[config.mk]
export PLATFORM = sky130hd
export DESIGN_NAME = if_fetch_stage
export DESIGN_NICKNAME = d
export VERILOG_FILES = /design/src/rtl/pipe_pkg.sv /design/src/rtl/if_id_reg.sv /design/src/rtl/if_fetch_stage.sv
export SDC_FILE = /design/constraint.sdc
export NUM_CORES = 1
export LEC_CHECK = 0
export CORE_MARGIN = 5
export CORE_UTILIZATION = 45
export DETAILED_ROUTE_END_ITERATION = 6
export PLACE_DENSITY = 0.85
export SLEW_MARGIN = 20
export SYNTH_ARGS = -nofsm -noshare
export SYNTH_HDL_FRONTEND = slang
export SYNTH_SLANG_ARGS = --single-unit
[constraint.sdc]
create_clock -name clk -period 3.8 [get_ports clk]
set_clock_uncertainty 0.05 [all_clocks]
set_input_delay 0.76 -clock clk [delete_from_list [all_inputs] [get_ports clk]]
set_output_delay 0.76 -clock clk [all_outputs]
set_load 0.005 [all_outputs]
[src/rtl/pipe_pkg.sv]
// Types and constants shared by the MIPS pipeline stages.
// The decode stage and the hazard unit reuse NOP_INSTR and the fetch state encoding.
package pipe_pkg;

  localparam int DEF_ADDR_W = 8;
  localparam int DEF_DATA_W = 32;

  // All-zero word decodes as sll $0,$0,0, which is the architectural NOP.
  localparam logic [31:0] NOP_INSTR = 32'h0000_0000;

  typedef enum logic [1:0] {
    ST_WAIT  = 2'd0,
    ST_FETCH = 2'd1,
    ST_HALT  = 2'd2
  } fetch_state_e;

endpackage

[src/rtl/if_id_reg.sv]
// IF/ID pipeline register. A bubble wins over a load; with neither asserted it holds.
// The hazard unit's flush path drives the same bubble control.
module if_id_reg
  import pipe_pkg::*;
#(
  parameter int ADDR_W = DEF_ADDR_W,
  parameter int DATA_W = DEF_DATA_W
) (
  input  logic              clk,
  input  logic              rst_n,
  input  logic              load,
  input  logic              bubble,
  input  logic [DATA_W-1:0] instr_in,
  input  logic [ADDR_W-1:0] pc4_in,
  output logic              valid,
  output logic [DATA_W-1:0] instr,
  output logic [ADDR_W-1:0] pc4
);

  logic              valid_q, valid_d;
  logic [DATA_W-1:0] instr_q, instr_d;
  logic [ADDR_W-1:0] pc4_q,   pc4_d;

  always_comb begin
    // NOTE: every always_comb output gets a default first, so no path can infer a latch.
    valid_d = valid_q;
    instr_d = instr_q;
    pc4_d   = pc4_q;
    if (bubble) begin
      valid_d = 1'b0;
      instr_d = DATA_W'(NOP_INSTR);
      pc4_d   = '0;
    end else if (load) begin
      valid_d = 1'b1;
      instr_d = instr_in;
      pc4_d   = pc4_in;
    end
  end

  // NOTE: sequential state uses non-blocking assignments so every flop samples pre-edge values.
  always_ff @(posedge clk or negedge rst_n) begin
    if (!rst_n) begin
      valid_q <= 1'b0;
      instr_q <= DATA_W'(NOP_INSTR);
      pc4_q   <= '0;
    end else begin
      valid_q <= valid_d;
      instr_q <= instr_d;
      pc4_q   <= pc4_d;
    end
  end

  assign valid = valid_q;
  assign instr = instr_q;
  assign pc4   = pc4_q;

endmodule

[src/rtl/if_fetch_stage.sv]
// Instruction-fetch stage: owns the PC, requests instruction memory and fills IF/ID.
// Handles stall, branch/jump redirect and an end-of-program halt at PC_LIMIT.
module if_fetch_stage
  import pipe_pkg::*;
#(
  parameter int                ADDR_W   = DEF_ADDR_W,
  parameter int                DATA_W   = DEF_DATA_W,
  parameter logic [ADDR_W-1:0] RESET_PC = 8'h00,
  parameter logic [ADDR_W-1:0] PC_LIMIT = 8'h44
) (
  input  logic              clk,
  input  logic              rst_n,
  input  logic              stall,
  input  logic              redirect,
  input  logic [ADDR_W-1:0] redirect_pc,
  output logic              imem_read,
  output logic [ADDR_W-1:0] imem_addr,
  input  logic [DATA_W-1:0] imem_data,
  output logic              ifid_valid,
  output logic [DATA_W-1:0] ifid_instr,
  output logic [ADDR_W-1:0] ifid_pc4,
  output logic              halted
);

  fetch_state_e      state_q, state_d;
  logic [ADDR_W-1:0] pc_q, pc_d;
  logic [ADDR_W-1:0] pc_inc;
  logic [ADDR_W-1:0] redirect_tgt;
  logic              ifid_load, ifid_bubble;
  logic              unused_redirect_lsbs;

  // Targets are word aligned; the byte-offset bits of redirect_pc are dropped.
  assign redirect_tgt         = {redirect_pc[ADDR_W-1:2], 2'b00};
  assign unused_redirect_lsbs = ^redirect_pc[1:0];
  assign pc_inc               = pc_q + ADDR_W'(4);

  always_ff @(posedge clk or negedge rst_n) begin
    if (!rst_n) begin
      state_q <= ST_WAIT;
      pc_q    <= RESET_PC;
    end else begin
      state_q <= state_d;
      pc_q    <= pc_d;
    end
  end

  always_comb begin
    state_d = state_q;
    pc_d    = pc_q;
    unique case (state_q)
      // Memory output is stale until memread has been high, so WAIT never captures.
      ST_WAIT: state_d = ST_FETCH;
      ST_FETCH, ST_HALT: begin
        if (redirect) begin
          pc_d    = redirect_tgt;
          state_d = (redirect_tgt == PC_LIMIT) ? ST_HALT : ST_FETCH;
        end else if (state_q == ST_FETCH && !stall) begin
          pc_d    = pc_inc;
          state_d = (pc_inc == PC_LIMIT) ? ST_HALT : ST_FETCH;
        end
      end
      default: state_d = ST_WAIT;
    endcase
  end

  always_comb begin
    imem_read   = 1'b0;
    halted      = 1'b0;
    ifid_load   = 1'b0;
    ifid_bubble = 1'b0;
    unique case (state_q)
      ST_WAIT: ;
      ST_FETCH: begin
        imem_read   = 1'b1;
        ifid_bubble = redirect;
        ifid_load   = !redirect && !stall;
      end
      ST_HALT: begin
        halted      = 1'b1;
        ifid_bubble = redirect || !stall;
      end
      default: ;
    endcase
  end

  assign imem_addr = pc_q;

  if_id_reg #(
    .ADDR_W (ADDR_W),
    .DATA_W (DATA_W)
  ) u_if_id_reg (
    .clk      (clk),
    .rst_n    (rst_n),
    .load     (ifid_load),
    .bubble   (ifid_bubble),
    .instr_in (imem_data),
    .pc4_in   (pc_inc),
    .valid    (ifid_valid),
    .instr    (ifid_instr),
    .pc4      (ifid_pc4)
  );

endmodule

==> flow_summary.html, run 1 <==
<table>
<tr><th>Metric</th><th>Value</th></tr>
<tr><th colspan="2">Outcome</th></tr>
<tr><td>Outcome</td><td>finished clean</td></tr>
<tr><th colspan="2">Logic synthesis</th></tr>
<tr><td>Yosys warnings</td><td>0</td></tr>
<tr><td>Syn avg cell area</td><td>12.4 sq um</td></tr>
<tr><td>Top cell type by total area after synthesis</td><td>sky130_fd_sc_hd__dfrtp_1</td></tr>
<tr><td>Share of synthesized area spent on multiplexers</td><td>0.0140</td></tr>
<tr><td>Adder-cell area share of the yosys netlist</td><td>0.0408</td></tr>
<tr><td>Synthesized-area fraction occupied by and/or/nand/nor cells</td><td>0.0723</td></tr>
<tr><td>Post-synthesis share of cell area spent on xor and xnor gates</td><td>0.0274</td></tr>
<tr><td>Syn Inst Count</td><td>173</td></tr>
<tr><td>Combinational family with the most area after synthesis</td><td>compound AO/OA/AOI/OAI gates</td></tr>
<tr><td>Post-synthesis instance area</td><td>2140 sq um</td></tr>
<tr><td>Share of the yosys chip area belonging to registers</td><td>0.560</td></tr>
<tr><td>Synth top area share</td><td>0.560</td></tr>
<tr><td>Compound-Gate Fraction of Synth Area</td><td>0.222</td></tr>
<tr><td>Register bit count reported by yosys</td><td>48</td></tr>
<tr><td>Main area contributors after synthesis</td><td>sky130_fd_sc_hd__dfrtp_1 (56%), sky130_fd_sc_hd__a22o_1 (15%), sky130_fd_sc_hd__ha_1 (4.1%)</td></tr>
<tr><td>Synth cell types</td><td>34</td></tr>
<tr><th colspan="2">Timing</th></tr>
<tr><td>Max Clock Freq</td><td>398 MHz</td></tr>
<tr><td>Tcrit/Tclk final</td><td>0.661</td></tr>
<tr><td>Setup TNS</td><td>0 ns</td></tr>
<tr><td>Unrepaired setup endpoints after global routing</td><td>no</td></tr>
<tr><td>Number of failing setup endpoints in the final timing report</td><td>0</td></tr>
<tr><td>Slew at the pin closest to its max-slew limit</td><td>0.975 ns</td></tr>
<tr><td>Clock period minus final worst setup slack</td><td>2.51 ns</td></tr>
<tr><td>Max-slew violation count</td><td>0</td></tr>
<tr><td>Fin. Hold Viols</td><td>0</td></tr>
<tr><td>Slew HR</td><td>0.348</td></tr>
<tr><th colspan="2">CTS</th></tr>
<tr><td>Maximum clock insertion buffer count</td><td>2</td></tr>
<tr><td>Setup fix buffers added after clock tree synthesis</td><td>0</td></tr>
<tr><td>Htree depth</td><td>2</td></tr>
<tr><td>Clock root cell</td><td>sky130_fd_sc_hd__clkbuf_8</td></tr>
<tr><td>Resize count post-CTS</td><td>0</td></tr>
<tr><td>Later-pin clock latency in the skew report</td><td>0.30 ns</td></tr>
<tr><td>Hold buffer count at cts</td><td>0</td></tr>
<tr><td>CTS tree</td><td>yes</td></tr>
<tr><td>CTS buffer count</td><td>5</td></tr>
<tr><td>Clock-pin slew on the worst setup and hold paths</td><td>0.10 ns</td></tr>
<tr><td>Clock sink count</td><td>48</td></tr>
<tr><th colspan="2">Floorplanning</th></tr>
<tr><td>Chip width</td><td>79.0 um</td></tr>
<tr><td>Die area</td><td>6250 sq um</td></tr>
<tr><td>Starting Density</td><td>0.460</td></tr>
<tr><td>Total I/O pin count</td><td>95</td></tr>
<tr><td>Core region area</td><td>4660 sq um</td></tr>
<tr><td>Rows</td><td>25</td></tr>
<tr><td>Die H</td><td>79.0 um</td></tr>
<tr><th colspan="2">GRT</th></tr>
<tr><td>Leftover overflow at the end of global routing</td><td>0</td></tr>
<tr><td>First-pass GRT wire length</td><td>8500 um</td></tr>
<tr><td>Antenna violations before repair</td><td>0</td></tr>
<tr><td>Number of global-route vias before repair</td><td>1742</td></tr>
<tr><td>Maximum number of pins on one net before global-route repair</td><td>49</td></tr>
<tr><td>Total Routing Usage GR</td><td>0.171</td></tr>
<tr><th colspan="2">Critical path</th></tr>
<tr><td>Critical Path Source Type</td><td>input pin</td></tr>
<tr><td>Required time reported for the critical path endpoint</td><td>3.94 ns</td></tr>
<tr><td>Arrival time worst endpoint</td><td>2.66 ns</td></tr>
<tr><td>Critical setup path kind</td><td>input pin to flop</td></tr>
<tr><td>Endpoint class of the critical path</td><td>flop</td></tr>
<tr><td>Maximum fanout encountered on the critical timing path</td><td>39</td></tr>
<tr><th colspan="2">Routing</th></tr>
<tr><td>Antenna Violating Nets Remaining</td><td>0</td></tr>
<tr><td>DR iter-0 viols</td><td>62</td></tr>
<tr><td>Initial DRT Pass Iterations</td><td>4</td></tr>
<tr><td>Vias per cell</td><td>5.35</td></tr>
<tr><td>WL/cell</td><td>16.4 um</td></tr>
<tr><td>Residual DRC count</td><td>0</td></tr>
<tr><td>Detailed-route via count</td><td>1676</td></tr>
<tr><td>Total Wirelength</td><td>5130 um</td></tr>
<tr><th colspan="2">Place</th></tr>
<tr><td>Placer Congestion</td><td>0.784</td></tr>
<tr><td>Post-DP HPWL</td><td>3740 um</td></tr>
<tr><td>Cell area reported after detailed placement</td><td>3030 sq um</td></tr>
<tr><td>Number of port buffers</td><td>90</td></tr>
<tr><td>Number of placed instances, taps included</td><td>305</td></tr>
<tr><th colspan="2">Final layout</th></tr>
<tr><td>Leading cell type in the layout, fill and taps excluded</td><td>sky130_fd_sc_hd__clkdlybuf4s50_1</td></tr>
<tr><td>Fill cell total of the finished layout</td><td>356</td></tr>
<tr><td>Share of final-layout standard cells stronger than drive strength 1</td><td>0.0811</td></tr>
<tr><td>Post-route cell area</td><td>3150 sq um</td></tr>
<tr><td>Diode insertion count for antenna repair</td><td>0</td></tr>
<tr><td>Area growth from synthesis to final layout</td><td>46.8%</td></tr>
<tr><td>Net count, final</td><td>309</td></tr>
<tr><td>Fin cells</td><td>313</td></tr>
<tr><td>Commonest cells after routing, fill and taps aside</td><td>sky130_fd_sc_hd__clkdlybuf4s50_1 (89), sky130_fd_sc_hd__dfrtp_1 (48), sky130_fd_sc_hd__a22o_1 (37)</td></tr>
<tr><th colspan="2">Job</th></tr>
<tr><td>Max-cap check violation count</td><td>0</td></tr>
<tr><th colspan="2">Worst hold path</th></tr>
<tr><td>Tightest Hold Check Type</td><td>input pin to async pin</td></tr>
<tr><th colspan="2">Pwr</th></tr>
<tr><td>Leak</td><td>1.39 nW</td></tr>
<tr><td>Maximum resistive drop on vdd</td><td>0.000407 V</td></tr>
<tr><td>Pwr dens</td><td>778 nW/um^2</td></tr>
</table>
==> registers in the layout, indices dropped and copies added (netlist names) <==
name,cells
imem_addr,6
u_if_id_reg.valid,1
u_if_id_reg.instr,32
state_q,2
u_if_id_reg.pc4,7
==> power breakdown <==
part           internal, mW  switching, mW  total (mW)
Sequential            0.737          0.181       0.918
Clock                 0.198          0.178       0.377
Combinational         0.703          0.450        1.15
Total                  1.64          0.809        2.45
==> layout make-up <==
| class | instances | area (sq um) | share of cell area |
|---|---|---|---|
| Multi-Input combinational cell | 106 | 828 | 0.263 |
| Timing Repair Buffer | 93 | 921 | 0.293 |
| Inverter | 4 | 15.0 | 0.00477 |
| Tap cell | 54 | 67.6 | 0.0215 |
| Clock buffer | 5 | 68.8 | 0.0219 |
| Clock inverter | 3 | 46.3 | 0.0147 |
| Sequential cell | 48 | 1200 | 0.382 |
==> path summary, 6_finish.rpt <==
check	endpoint	cells after the start	slack [ns]	startpoint
max in group asynchronous	u_if_id_reg.pc4[6]	1	2.88	rst_n
setup reg to reg	u_if_id_reg.instr[0]	5	1.52	state_q[0]
setup / recovery	u_if_id_reg.pc4[7]	4	1.29	redirect
hold reg to reg	u_if_id_reg.instr[24]	1	0.46	u_if_id_reg.instr[24]
min in group clk	u_if_id_reg.instr[24]	1	0.46	u_if_id_reg.instr[24]
hold / removal	u_if_id_reg.instr[22]	1	0.42	rst_n
==> layer usage <==
metal  global-route usage  wire, um  share of wire  up-vias
li1                     -         -              -      793
met1                0.219      2250           0.44      816
met2                0.289      2470           0.48       63
met3               0.0522       385          0.075        4
met4               0.0309        26         0.0051        0
met5                    0         0              0        -
==> kinds of logic (layout without fill, tap and decap cells) <==
group	count (synthesis)	count (layout)
XOR/XNOR	5	5
flip-flops	48	48
AO/OA/AOI/OAI	62	62
buffers and inverters	20	105
adder cells (fa/ha/maj)	7	7
multiplexers	3	3
AND/OR/NAND/NOR	27	27
other	1	2
==> metrics by stage <==
step                power [mW]  utilization  setup slack, ns  hold slack (ns)
finish                    2.45        0.675             1.29            0.419
CTS                       2.47        0.675             1.29            0.467
global placement          2.05        0.650            0.978            0.437
detailed placement        2.09        0.650            0.968            0.440
global route              2.62        0.675             1.15            0.464
floorplan                 1.48            -             1.98            0.414
==> synthesized netlist by cell type <==
| master | instances |
|---|---|
| sky130_fd_sc_hd__a21o_1 | 1 |
| sky130_fd_sc_hd__a21oi_1 | 4 |
| sky130_fd_sc_hd__a22o_1 | 37 |
| sky130_fd_sc_hd__a22o_2 | 1 |
| sky130_fd_sc_hd__a31oi_1 | 3 |
| sky130_fd_sc_hd__and2_1 | 3 |
| sky130_fd_sc_hd__and3_4 | 1 |
| sky130_fd_sc_hd__buf_2 | 4 |
| sky130_fd_sc_hd__buf_4 | 4 |
| sky130_fd_sc_hd__buf_6 | 5 |
| sky130_fd_sc_hd__clkbuf_1 | 3 |
| sky130_fd_sc_hd__conb_1 | 1 |
| sky130_fd_sc_hd__dfrtp_1 | 48 |
| sky130_fd_sc_hd__ha_1 | 7 |
| sky130_fd_sc_hd__inv_1 | 4 |
| sky130_fd_sc_hd__mux2i_1 | 3 |
| sky130_fd_sc_hd__nand2_1 | 6 |
| sky130_fd_sc_hd__nand2b_1 | 3 |
| sky130_fd_sc_hd__nand3_1 | 1 |
| sky130_fd_sc_hd__nand3_2 | 2 |
| sky130_fd_sc_hd__nand3b_1 | 1 |
| sky130_fd_sc_hd__nor2_1 | 4 |
| sky130_fd_sc_hd__nor2b_1 | 2 |
| sky130_fd_sc_hd__nor3_1 | 2 |
| sky130_fd_sc_hd__nor3b_1 | 1 |
| sky130_fd_sc_hd__nor4_1 | 1 |
| sky130_fd_sc_hd__o21ai_0 | 12 |
| sky130_fd_sc_hd__o21ai_1 | 1 |
| sky130_fd_sc_hd__o311a_1 | 1 |
| sky130_fd_sc_hd__o31ai_1 | 1 |
| sky130_fd_sc_hd__o31ai_2 | 1 |
| sky130_fd_sc_hd__xnor2_1 | 1 |
| sky130_fd_sc_hd__xnor2_2 | 2 |
| sky130_fd_sc_hd__xor2_1 | 2 |
==> worst max-delay path, cell delays in order <==
cell                              delay [ns]
sky130_fd_sc_hd__clkdlybuf4s50_1        0.75
sky130_fd_sc_hd__o21ai_0                0.45
sky130_fd_sc_hd__o21ai_4                0.33
sky130_fd_sc_hd__a22o_2                 0.35
Power figures use the tool's default switching activity.
==> inputs of run 2 (changes only) <==
CORE_UTILIZATION = 38   (was 45)
PLACE_DENSITY = 0.77   (was 0.85)
clock period = 2.3 ns   (was 3.8 ns; I/O delays follow)
==> run 2 against run 1 <==
Effect of this change:
- power is 64% higher
- highest routed layer unchanged
- wire length up 1.9%
- combinational power grew 67%
- largest cell class unchanged
- critical endpoint is now imem_read
- first-iteration DRC count is 11% higher
- sequential power is 64% higher
==> flow_summary.html, run 2 (synthesis results as in run 1) <==
<table>
<tr><th>Metric</th><th>Value</th></tr>
<tr><th colspan="2">CTS</th></tr>
<tr><td>Clock sink count</td><td>48 (unchanged)</td></tr>
<tr><td>Maximum clock insertion buffer count</td><td>2 (unchanged)</td></tr>
<tr><td>Later-pin clock latency in the skew report</td><td>0.29 ns (about the same)</td></tr>
<tr><td>Clock-pin slew on the worst setup and hold paths</td><td>0.09 ns (about the same)</td></tr>
<tr><td>CTS buffer count</td><td>5 (unchanged)</td></tr>
<tr><td>Clock root cell</td><td>sky130_fd_sc_hd__clkbuf_8</td></tr>
<tr><td>Setup fix buffers added after clock tree synthesis</td><td>0 (unchanged)</td></tr>
<tr><td>Htree depth</td><td>2 (unchanged)</td></tr>
<tr><td>CTS tree</td><td>yes</td></tr>
<tr><td>Resize count post-CTS</td><td>0 (unchanged)</td></tr>
<tr><td>Hold buffer count at cts</td><td>0 (unchanged)</td></tr>
<tr><th colspan="2">Critical path</th></tr>
<tr><td>Critical setup path kind</td><td>flop to output pin</td></tr>
<tr><td>Number of cells on the worst reg-to-reg path</td><td>7 (+2)</td></tr>
<tr><td>Beginning of the worst register-to-register path</td><td>state_q[0]</td></tr>
<tr><td>Critical Path Source Type</td><td>flop</td></tr>
<tr><td>Endpoint class of the critical path</td><td>output pin</td></tr>
<tr><td>Worst setup path startpoint</td><td>state_q[1]</td></tr>
<tr><td>Required time reported for the critical path endpoint</td><td>1.79 ns (-2.15 ns)</td></tr>
<tr><td>Maximum fanout encountered on the critical timing path</td><td>4 (-90%)</td></tr>
<tr><td>CP endpoint</td><td>imem_read</td></tr>
<tr><td>Slack of the worst reg-to-reg path</td><td>0.39 ns (-1.13 ns)</td></tr>
<tr><td>Critical register-to-register path endpoint</td><td>u_if_id_reg.instr[25]</td></tr>
<tr><td>Arrival time worst endpoint</td><td>1.55 ns (-1.11 ns)</td></tr>
<tr><th colspan="2">Floorplanning</th></tr>
<tr><td>Die area</td><td>7250 sq um (+16%)</td></tr>
<tr><td>Core region area</td><td>5510 sq um (+18%)</td></tr>
<tr><td>Chip width</td><td>85.1 um (+7.7%)</td></tr>
<tr><td>Rows</td><td>27 (+8.0%)</td></tr>
<tr><td>Total I/O pin count</td><td>95 (unchanged)</td></tr>
<tr><td>Starting Density</td><td>0.389 (-0.0707)</td></tr>
<tr><td>Die H</td><td>85.1 um (+7.7%)</td></tr>
<tr><th colspan="2">Place</th></tr>
<tr><td>Post-DP HPWL</td><td>3880 um (+3.7%)</td></tr>
<tr><td>Placer Congestion</td><td>0.746 (-4.9%)</td></tr>
<tr><td>Number of port buffers</td><td>90 (unchanged)</td></tr>
<tr><th colspan="2">Routing</th></tr>
<tr><td>DR iter-0 viols</td><td>69 (+11%)</td></tr>
<tr><td>Initial DRT Pass Iterations</td><td>4 (unchanged)</td></tr>
<tr><td>Total Wirelength</td><td>5230 um (+1.9%)</td></tr>
<tr><td>Antenna Violating Nets Remaining</td><td>0 (unchanged)</td></tr>
<tr><td>Detailed-route via count</td><td>1667 (-0.54%)</td></tr>
<tr><td>Vias per cell</td><td>4.96 (-7.3%)</td></tr>
<tr><td>WL/cell</td><td>15.6 um (-5.1%)</td></tr>
<tr><td>Residual DRC count</td><td>0 (unchanged)</td></tr>
<tr><th colspan="2">Final layout</th></tr>
<tr><td>Leading cell type in the layout, fill and taps excluded</td><td>sky130_fd_sc_hd__clkdlybuf4s50_1</td></tr>
<tr><td>Final core utilization</td><td>0.582 (-0.0938)</td></tr>
<tr><td>Share of final-layout standard cells stronger than drive strength 1</td><td>0.0947 (+0.0136)</td></tr>
<tr><td>Fill cell total of the finished layout</td><td>460 (+29%)</td></tr>
<tr><td>Commonest cells after routing, fill and taps aside</td><td>sky130_fd_sc_hd__clkdlybuf4s50_1 (89), sky130_fd_sc_hd__dfrtp_1 (48), sky130_fd_sc_hd__a22o_1 (37)</td></tr>
<tr><td>Area growth from synthesis to final layout</td><td>49.4%</td></tr>
<tr><td>Number of flip-flops under the largest register name</td><td>32 (unchanged)</td></tr>
<tr><td>Net count, final</td><td>314 (+1.6%)</td></tr>
<tr><td>Diode insertion count for antenna repair</td><td>0 (unchanged)</td></tr>
<tr><th colspan="2">GRT</th></tr>
<tr><td>Total Routing Usage GR</td><td>0.144 (-0.0266)</td></tr>
<tr><td>Antenna violations before repair</td><td>0 (unchanged)</td></tr>
<tr><td>Number of global-route vias before repair</td><td>1670 (-4.1%)</td></tr>
<tr><td>Leftover overflow at the end of global routing</td><td>0 (unchanged)</td></tr>
<tr><td>Maximum number of pins on one net before global-route repair</td><td>29 (-41%)</td></tr>
<tr><td>Global-route track usage on met3</td><td>0.0388 (-0.0133)</td></tr>
<tr><td>Met2 global-route usage</td><td>0.229 (-0.0599)</td></tr>
<tr><td>Met1 usage in global routing</td><td>0.197 (-0.0221)</td></tr>
<tr><td>Routing layer with the top usage in global route</td><td>met2</td></tr>
<tr><td>First-pass GRT wire length</td><td>8470 um (-0.32%)</td></tr>
<tr><th colspan="2">Timing</th></tr>
<tr><td>Fin. Hold Viols</td><td>0 (unchanged)</td></tr>
<tr><td>Clock period minus final worst setup slack</td><td>2.06 ns</td></tr>
<tr><td>Max Clock Freq</td><td>485 MHz</td></tr>
<tr><td>Unrepaired setup endpoints after global routing</td><td>no</td></tr>
<tr><td>Max-slew violation count</td><td>0 (unchanged)</td></tr>
<tr><td>Number of failing setup endpoints in the final timing report</td><td>0 (unchanged)</td></tr>
<tr><td>Worst hold slack after final layout</td><td>0.0771 ns (-0.341 ns)</td></tr>
<tr><td>Slew at the pin closest to its max-slew limit</td><td>0.629 ns (-0.345 ns)</td></tr>
<tr><td>Slew HR</td><td>0.578 (+0.230)</td></tr>
<tr><td>Setup TNS</td><td>0 ns (unchanged)</td></tr>
<tr><td>Tcrit/Tclk final</td><td>0.897</td></tr>
<tr><th colspan="2">Pwr</th></tr>
<tr><td>Leak</td><td>1.41 nW (+1.9%)</td></tr>
<tr><td>Pwr dens</td><td>1250 nW/um^2 (+61%)</td></tr>
<tr><td>Maximum resistive drop on vdd</td><td>0.000662 V (+63%)</td></tr>
<tr><th colspan="2">Job</th></tr>
<tr><td>Max-cap check violation count</td><td>0 (unchanged)</td></tr>
<tr><th colspan="2">Outcome</th></tr>
<tr><td>Outcome</td><td>finished clean</td></tr>
<tr><th colspan="2">Worst hold path</th></tr>
<tr><td>Tightest Hold Check Type</td><td>input pin to async pin</td></tr>
</table>
## run 2: how the worst min path moves through the flow
| stage | start | endpoint | slack, ns | depth (start not counted) |
|---|---|---|---|---|
| 5_1_grt | rst_n | u_if_id_reg.instr[19] | 0.10 | 1 |
| 3_3_place_gp | rst_n | u_if_id_reg.instr[19] | 0.41 | 1 |
| 3_5_place_dp | rst_n | u_if_id_reg.instr[19] | 0.42 | 1 |
| 2_1_floorplan | rst_n | imem_addr[2] | 0.11 | 0 |
| 6_report | rst_n | u_if_id_reg.instr[19] | 0.08 | 1 |
| 4_1_cts | rst_n | u_if_id_reg.instr[19] | 0.09 | 1 |
## run 2: power by group
part | switching [mW] | leakage, nW | internal, mW
clock network | 0.270 | 0.0552 | 0.323
logic | 0.741 | 0.736 | 1.18
registers | 0.289 | 0.622 | 1.22
total | 1.30 | 1.41 | 2.72
## run 2: area by class of cell
| cell class | count | area, sq um | share of cell area |
|---|---|---|---|
| flip-flops and latches | 48 | 1200 | 0.375 |
| clock buffers | 6 | 72.6 | 0.0227 |
| multi-input cells | 106 | 821 | 0.256 |
| inverters | 4 | 15.0 | 0.00469 |
| repair buffers | 98 | 968 | 0.302 |
| well taps | 72 | 90.1 | 0.0281 |
| clock inverters | 2 | 35.0 | 0.0109 |
## run 2: critical path, cell delays in order, from the launching register on
cell and delay (ns):
sky130_fd_sc_hd__dfrtp_1 0.41, sky130_fd_sc_hd__inv_1 0.09, sky130_fd_sc_hd__ha_1 0.23, sky130_fd_sc_hd__clkdlybuf4s50_1 0.53
## run 2: metrics by stage
step                      total power [mW]  setup WS, ns  cell area, sq um  instances
final                                 4.02         0.236              3200        336
after global routing                  4.31         0.126              3200        336
after CTS                             4.08         0.205              3200        336
after detailed placement              3.46        0.0355              3100        328
after global placement                3.41        0.0501              3100        328
after floorplan                       2.44         0.576              2150        174
## run 2: per-layer routing
| layer | vias up | routed length (um) |
|---|---|---|
| met5 | - | 0 |
| met4 | 0 | 46 |
| met3 | 5 | 416 |
| met2 | 59 | 2410 |
| met1 | 799 | 2350 |
| li1 | 804 | - |
==> inputs of run 3 (changes only) <==
--- a/config.mk
+++ b/config.mk
@@ -8,5 +8,5 @@
 export CORE_MARGIN = 5
-export CORE_UTILIZATION = 38
+export CORE_UTILIZATION = 45
 export DETAILED_ROUTE_END_ITERATION = 6
-export PLACE_DENSITY = 0.77
+export PLACE_DENSITY = 0.84
 export SLEW_MARGIN = 20
==> constraint.sdc (replaced) <==
create_clock -name clk -period 2.7 [get_ports clk]
set_clock_uncertainty 0.05 [all_clocks]
set_input_delay 0.54 -clock clk [delete_from_list [all_inputs] [get_ports clk]]
set_output_delay 0.54 -clock clk [all_outputs]
set_load 0.02 [all_outputs]
==> run 3 against run 2 <==
Effect of this change:
- via count rose by 0.72%
- die area decreased by 14%
- sequential power down 15%
- register-to-register slack improved by 0.33 ns
- flip-flop and latch count is the same
- sequential share of layout area up 0.10 points
- core utilization increased by 10 points
- cell count decreased by 6.0%
- critical path depth is the same
- highest routed layer unchanged
==> flow_summary.html, run 3 (synthesis results as in run 1) <==
<table>
<tr><th>Metric</th><th>Value</th></tr>
<tr><th colspan="2">Routing</th></tr>
<tr><td>Antenna Violating Nets Remaining</td><td>0 (unchanged)</td></tr>
<tr><td>Initial DRT Pass Iterations</td><td>4 (unchanged)</td></tr>
<tr><td>DR iter-0 viols</td><td>54 (-22%)</td></tr>
<tr><td>WL/cell</td><td>16.0 um (+2.6%)</td></tr>
<tr><td>Total Wirelength</td><td>5050 um (-3.5%)</td></tr>
<tr><td>Vias per cell</td><td>5.31 (+7.1%)</td></tr>
<tr><td>Detailed-route via count</td><td>1679 (+0.72%)</td></tr>
<tr><td>Residual DRC count</td><td>0 (unchanged)</td></tr>
<tr><th colspan="2">GRT</th></tr>
<tr><td>Global-route track usage on met3</td><td>0.0465 (+0.00765)</td></tr>
<tr><td>Total Routing Usage GR</td><td>0.167 (+0.0222)</td></tr>
<tr><td>First-pass GRT wire length</td><td>8310 um (-2.0%)</td></tr>
<tr><td>Antenna violations before repair</td><td>0 (unchanged)</td></tr>
<tr><td>Met1 usage in global routing</td><td>0.216 (+0.0186)</td></tr>
<tr><td>Met2 global-route usage</td><td>0.279 (+0.0506)</td></tr>
<tr><td>Leftover overflow at the end of global routing</td><td>0 (unchanged)</td></tr>
<tr><td>Routing layer with the top usage in global route</td><td>met2</td></tr>
<tr><td>Maximum number of pins on one net before global-route repair</td><td>37 (+28%)</td></tr>
<tr><td>Number of global-route vias before repair</td><td>1757 (+5.2%)</td></tr>
<tr><th colspan="2">Floorplanning</th></tr>
<tr><td>Chip width</td><td>79.0 um (-7.2%)</td></tr>
<tr><td>Total I/O pin count</td><td>95 (unchanged)</td></tr>
<tr><td>Die H</td><td>79.0 um (-7.2%)</td></tr>
<tr><td>Starting Density</td><td>0.460 (+0.0707)</td></tr>
<tr><td>Rows</td><td>25 (-7.4%)</td></tr>
<tr><td>Core region area</td><td>4660 sq um (-15%)</td></tr>
<tr><td>Die area</td><td>6250 sq um (-14%)</td></tr>
<tr><th colspan="2">Critical path</th></tr>
<tr><td>Worst setup path startpoint</td><td>state_q[1]</td></tr>
<tr><td>Maximum fanout encountered on the critical timing path</td><td>4 (unchanged)</td></tr>
<tr><td>Critical Path Source Type</td><td>flop</td></tr>
<tr><td>Endpoint class of the critical path</td><td>output pin</td></tr>
<tr><td>Required time reported for the critical path endpoint</td><td>2.11 ns (+0.32 ns)</td></tr>
<tr><td>Critical setup path kind</td><td>flop to output pin</td></tr>
<tr><td>Arrival time worst endpoint</td><td>1.65 ns (+0.10 ns)</td></tr>
<tr><td>Beginning of the worst register-to-register path</td><td>state_q[0]</td></tr>
<tr><th colspan="2">CTS</th></tr>
<tr><td>CTS buffer count</td><td>5 (unchanged)</td></tr>
<tr><td>Htree depth</td><td>2 (unchanged)</td></tr>
<tr><td>Later-pin clock latency in the skew report</td><td>0.29 ns (about the same)</td></tr>
<tr><td>Clock sink count</td><td>48 (unchanged)</td></tr>
<tr><td>Hold buffer count at cts</td><td>0 (unchanged)</td></tr>
<tr><td>Clock-pin slew on the worst setup and hold paths</td><td>0.09 ns (about the same)</td></tr>
<tr><td>Resize count post-CTS</td><td>0 (unchanged)</td></tr>
<tr><td>CTS tree</td><td>yes</td></tr>
<tr><td>Maximum clock insertion buffer count</td><td>2 (unchanged)</td></tr>
<tr><td>Setup fix buffers added after clock tree synthesis</td><td>0 (unchanged)</td></tr>
<tr><td>Clock root cell</td><td>sky130_fd_sc_hd__clkbuf_8</td></tr>
<tr><th colspan="2">Pwr</th></tr>
<tr><td>Pwr dens</td><td>1210 nW/um^2 (-3.3%)</td></tr>
<tr><td>Leak</td><td>1.41 nW (+0.13%)</td></tr>
<tr><td>Power after layout</td><td>3.87 mW (-3.6%)</td></tr>
<tr><td>Net switching component of the power</td><td>1.47 mW (+13%)</td></tr>
<tr><td>Maximum resistive drop on vdd</td><td>0.000549 V (-17%)</td></tr>
<tr><td>Sw Ratio</td><td>0.378 (+0.0549)</td></tr>
<tr><td>Share of power burned in registers</td><td>0.331 (-0.044)</td></tr>
<tr><td>Proportion of power drawn by the clock network</td><td>0.153 (+0.005)</td></tr>
<tr><td>Cell-internal power</td><td>2.41 mW (-11%)</td></tr>
<tr><td>Comb pwr share</td><td>0.517 (+0.040)</td></tr>
<tr><th colspan="2">Place</th></tr>
<tr><td>Post-DP HPWL</td><td>3750 um (-3.3%)</td></tr>
<tr><td>Placer Congestion</td><td>0.756 (+1.4%)</td></tr>
<tr><td>Number of port buffers</td><td>90 (unchanged)</td></tr>
<tr><th colspan="2">Worst hold path</th></tr>
<tr><td>Tightest Hold Check Type</td><td>input pin to async pin</td></tr>
<tr><th colspan="2">Timing</th></tr>
<tr><td>Slew HR</td><td>0.548 (-0.0293)</td></tr>
<tr><td>Max Clock Freq</td><td>446 MHz</td></tr>
<tr><td>Clock period minus final worst setup slack</td><td>2.24 ns</td></tr>
<tr><td>Setup TNS</td><td>0 ns (unchanged)</td></tr>
<tr><td>Slew at the pin closest to its max-slew limit</td><td>0.673 ns (+0.0437 ns)</td></tr>
<tr><td>Unrepaired setup endpoints after global routing</td><td>no</td></tr>
<tr><td>Tcrit/Tclk final</td><td>0.830</td></tr>
<tr><td>Max-slew violation count</td><td>0 (unchanged)</td></tr>
<tr><td>Fin. Hold Viols</td><td>0 (unchanged)</td></tr>
<tr><td>Number of failing setup endpoints in the final timing report</td><td>0 (unchanged)</td></tr>
<tr><th colspan="2">Final layout</th></tr>
<tr><td>Share of final-layout standard cells stronger than drive strength 1</td><td>0.0916 (-0.00309)</td></tr>
<tr><td>Number of flip-flops under the largest register name</td><td>32 (unchanged)</td></tr>
<tr><td>Net count, final</td><td>313 (-0.32%)</td></tr>
<tr><td>Leading cell type in the layout, fill and taps excluded</td><td>sky130_fd_sc_hd__clkdlybuf4s50_1</td></tr>
<tr><td>Diode insertion count for antenna repair</td><td>0 (unchanged)</td></tr>
<tr><td>Area growth from synthesis to final layout</td><td>48.9%</td></tr>
<tr><td>Commonest cells after routing, fill and taps aside</td><td>sky130_fd_sc_hd__clkdlybuf4s50_1 (89), sky130_fd_sc_hd__dfrtp_1 (48), sky130_fd_sc_hd__a22o_1 (37)</td></tr>
<tr><th colspan="2">Outcome</th></tr>
<tr><td>Outcome</td><td>finished clean</td></tr>
<tr><th colspan="2">Job</th></tr>
<tr><td>Max-cap check violation count</td><td>0 (unchanged)</td></tr>
</table>
[run 3: cell types whose count changed in the layout (fill, tap and decap cells not counted)]
cell                        delta
sky130_fd_sc_hd__buf_4         -1
sky130_fd_sc_hd__clkinv_2      -1
sky130_fd_sc_hd__clkbuf_1      -1
sky130_fd_sc_hd__bufinv_16     +1
[run 3: power by group through the flow]
| stage | sequential, mW | combinational [mW] | clock [mW] |
|---|---|---|---|
| after global routing | 1.33 | 2.15 | 0.644 |
| final | 1.28 | 2.00 | 0.593 |
| after floorplan | 1.62 | 0.825 | 0 |
| after detailed placement | 1.30 | 2.02 | 0 |
| after global placement | 1.28 | 1.98 | 0 |
| after CTS | 1.28 | 2.03 | 0.610 |
[run 3: final timing paths]
| kind | endpoint | slack, ns | cells after the start |
|---|---|---|---|
| setup / recovery | imem_read | 0.46 | 3 |
| min in group clk | u_if_id_reg.pc4[5] | 0.46 | 1 |
| setup reg to reg | u_if_id_reg.instr[26] | 0.72 | 7 |
| hold reg to reg | u_if_id_reg.pc4[5] | 0.46 | 1 |
| hold / removal | u_if_id_reg.instr[17] | 0.13 | 1 |
| max in group asynchronous | u_if_id_reg.pc4[5] | 1.90 | 2 |
[run 3: stage by stage]
step	setup WS [ns]	hold WS, ns	cells	utilization	instance area, sq um
6_report	0.459	0.130	316	0.685	3190
5_1_grt	0.359	0.153	316	0.685	3190
4_1_cts	0.431	0.142	316	0.685	3190
3_5_place_dp	0.256	0.440	309	0.658	3070
3_3_place_gp	0.304	0.438	309	0.658	3070
2_1_floorplan	0.962	0.194	174	-	2150
[run 3: layout make-up]
class | count | area, sq um
inverter | 4 | 15.0
clock inverter | 2 | 60.1
sequential | 48 | 1200
multi-input combinational | 106 | 821
clock buffer | 5 | 68.8
timing repair buffer | 97 | 961
fill | 361 | 1470
tap | 54 | 67.6
[run 3: routing by layer]
metal / wire [um] / vias up
li1: - / 804
met1: 2320 / 807
met2: 2340 / 62
met3: 349 / 6
met4: 38 / 0
met5: 0 / -
[run 3: critical path, stage by stage (launching register included)]
cell and delay (ns):
sky130_fd_sc_hd__dfrtp_1 0.41, sky130_fd_sc_hd__inv_1 0.09, sky130_fd_sc_hd__ha_1 0.22, sky130_fd_sc_hd__clkdlybuf4s50_1 0.64
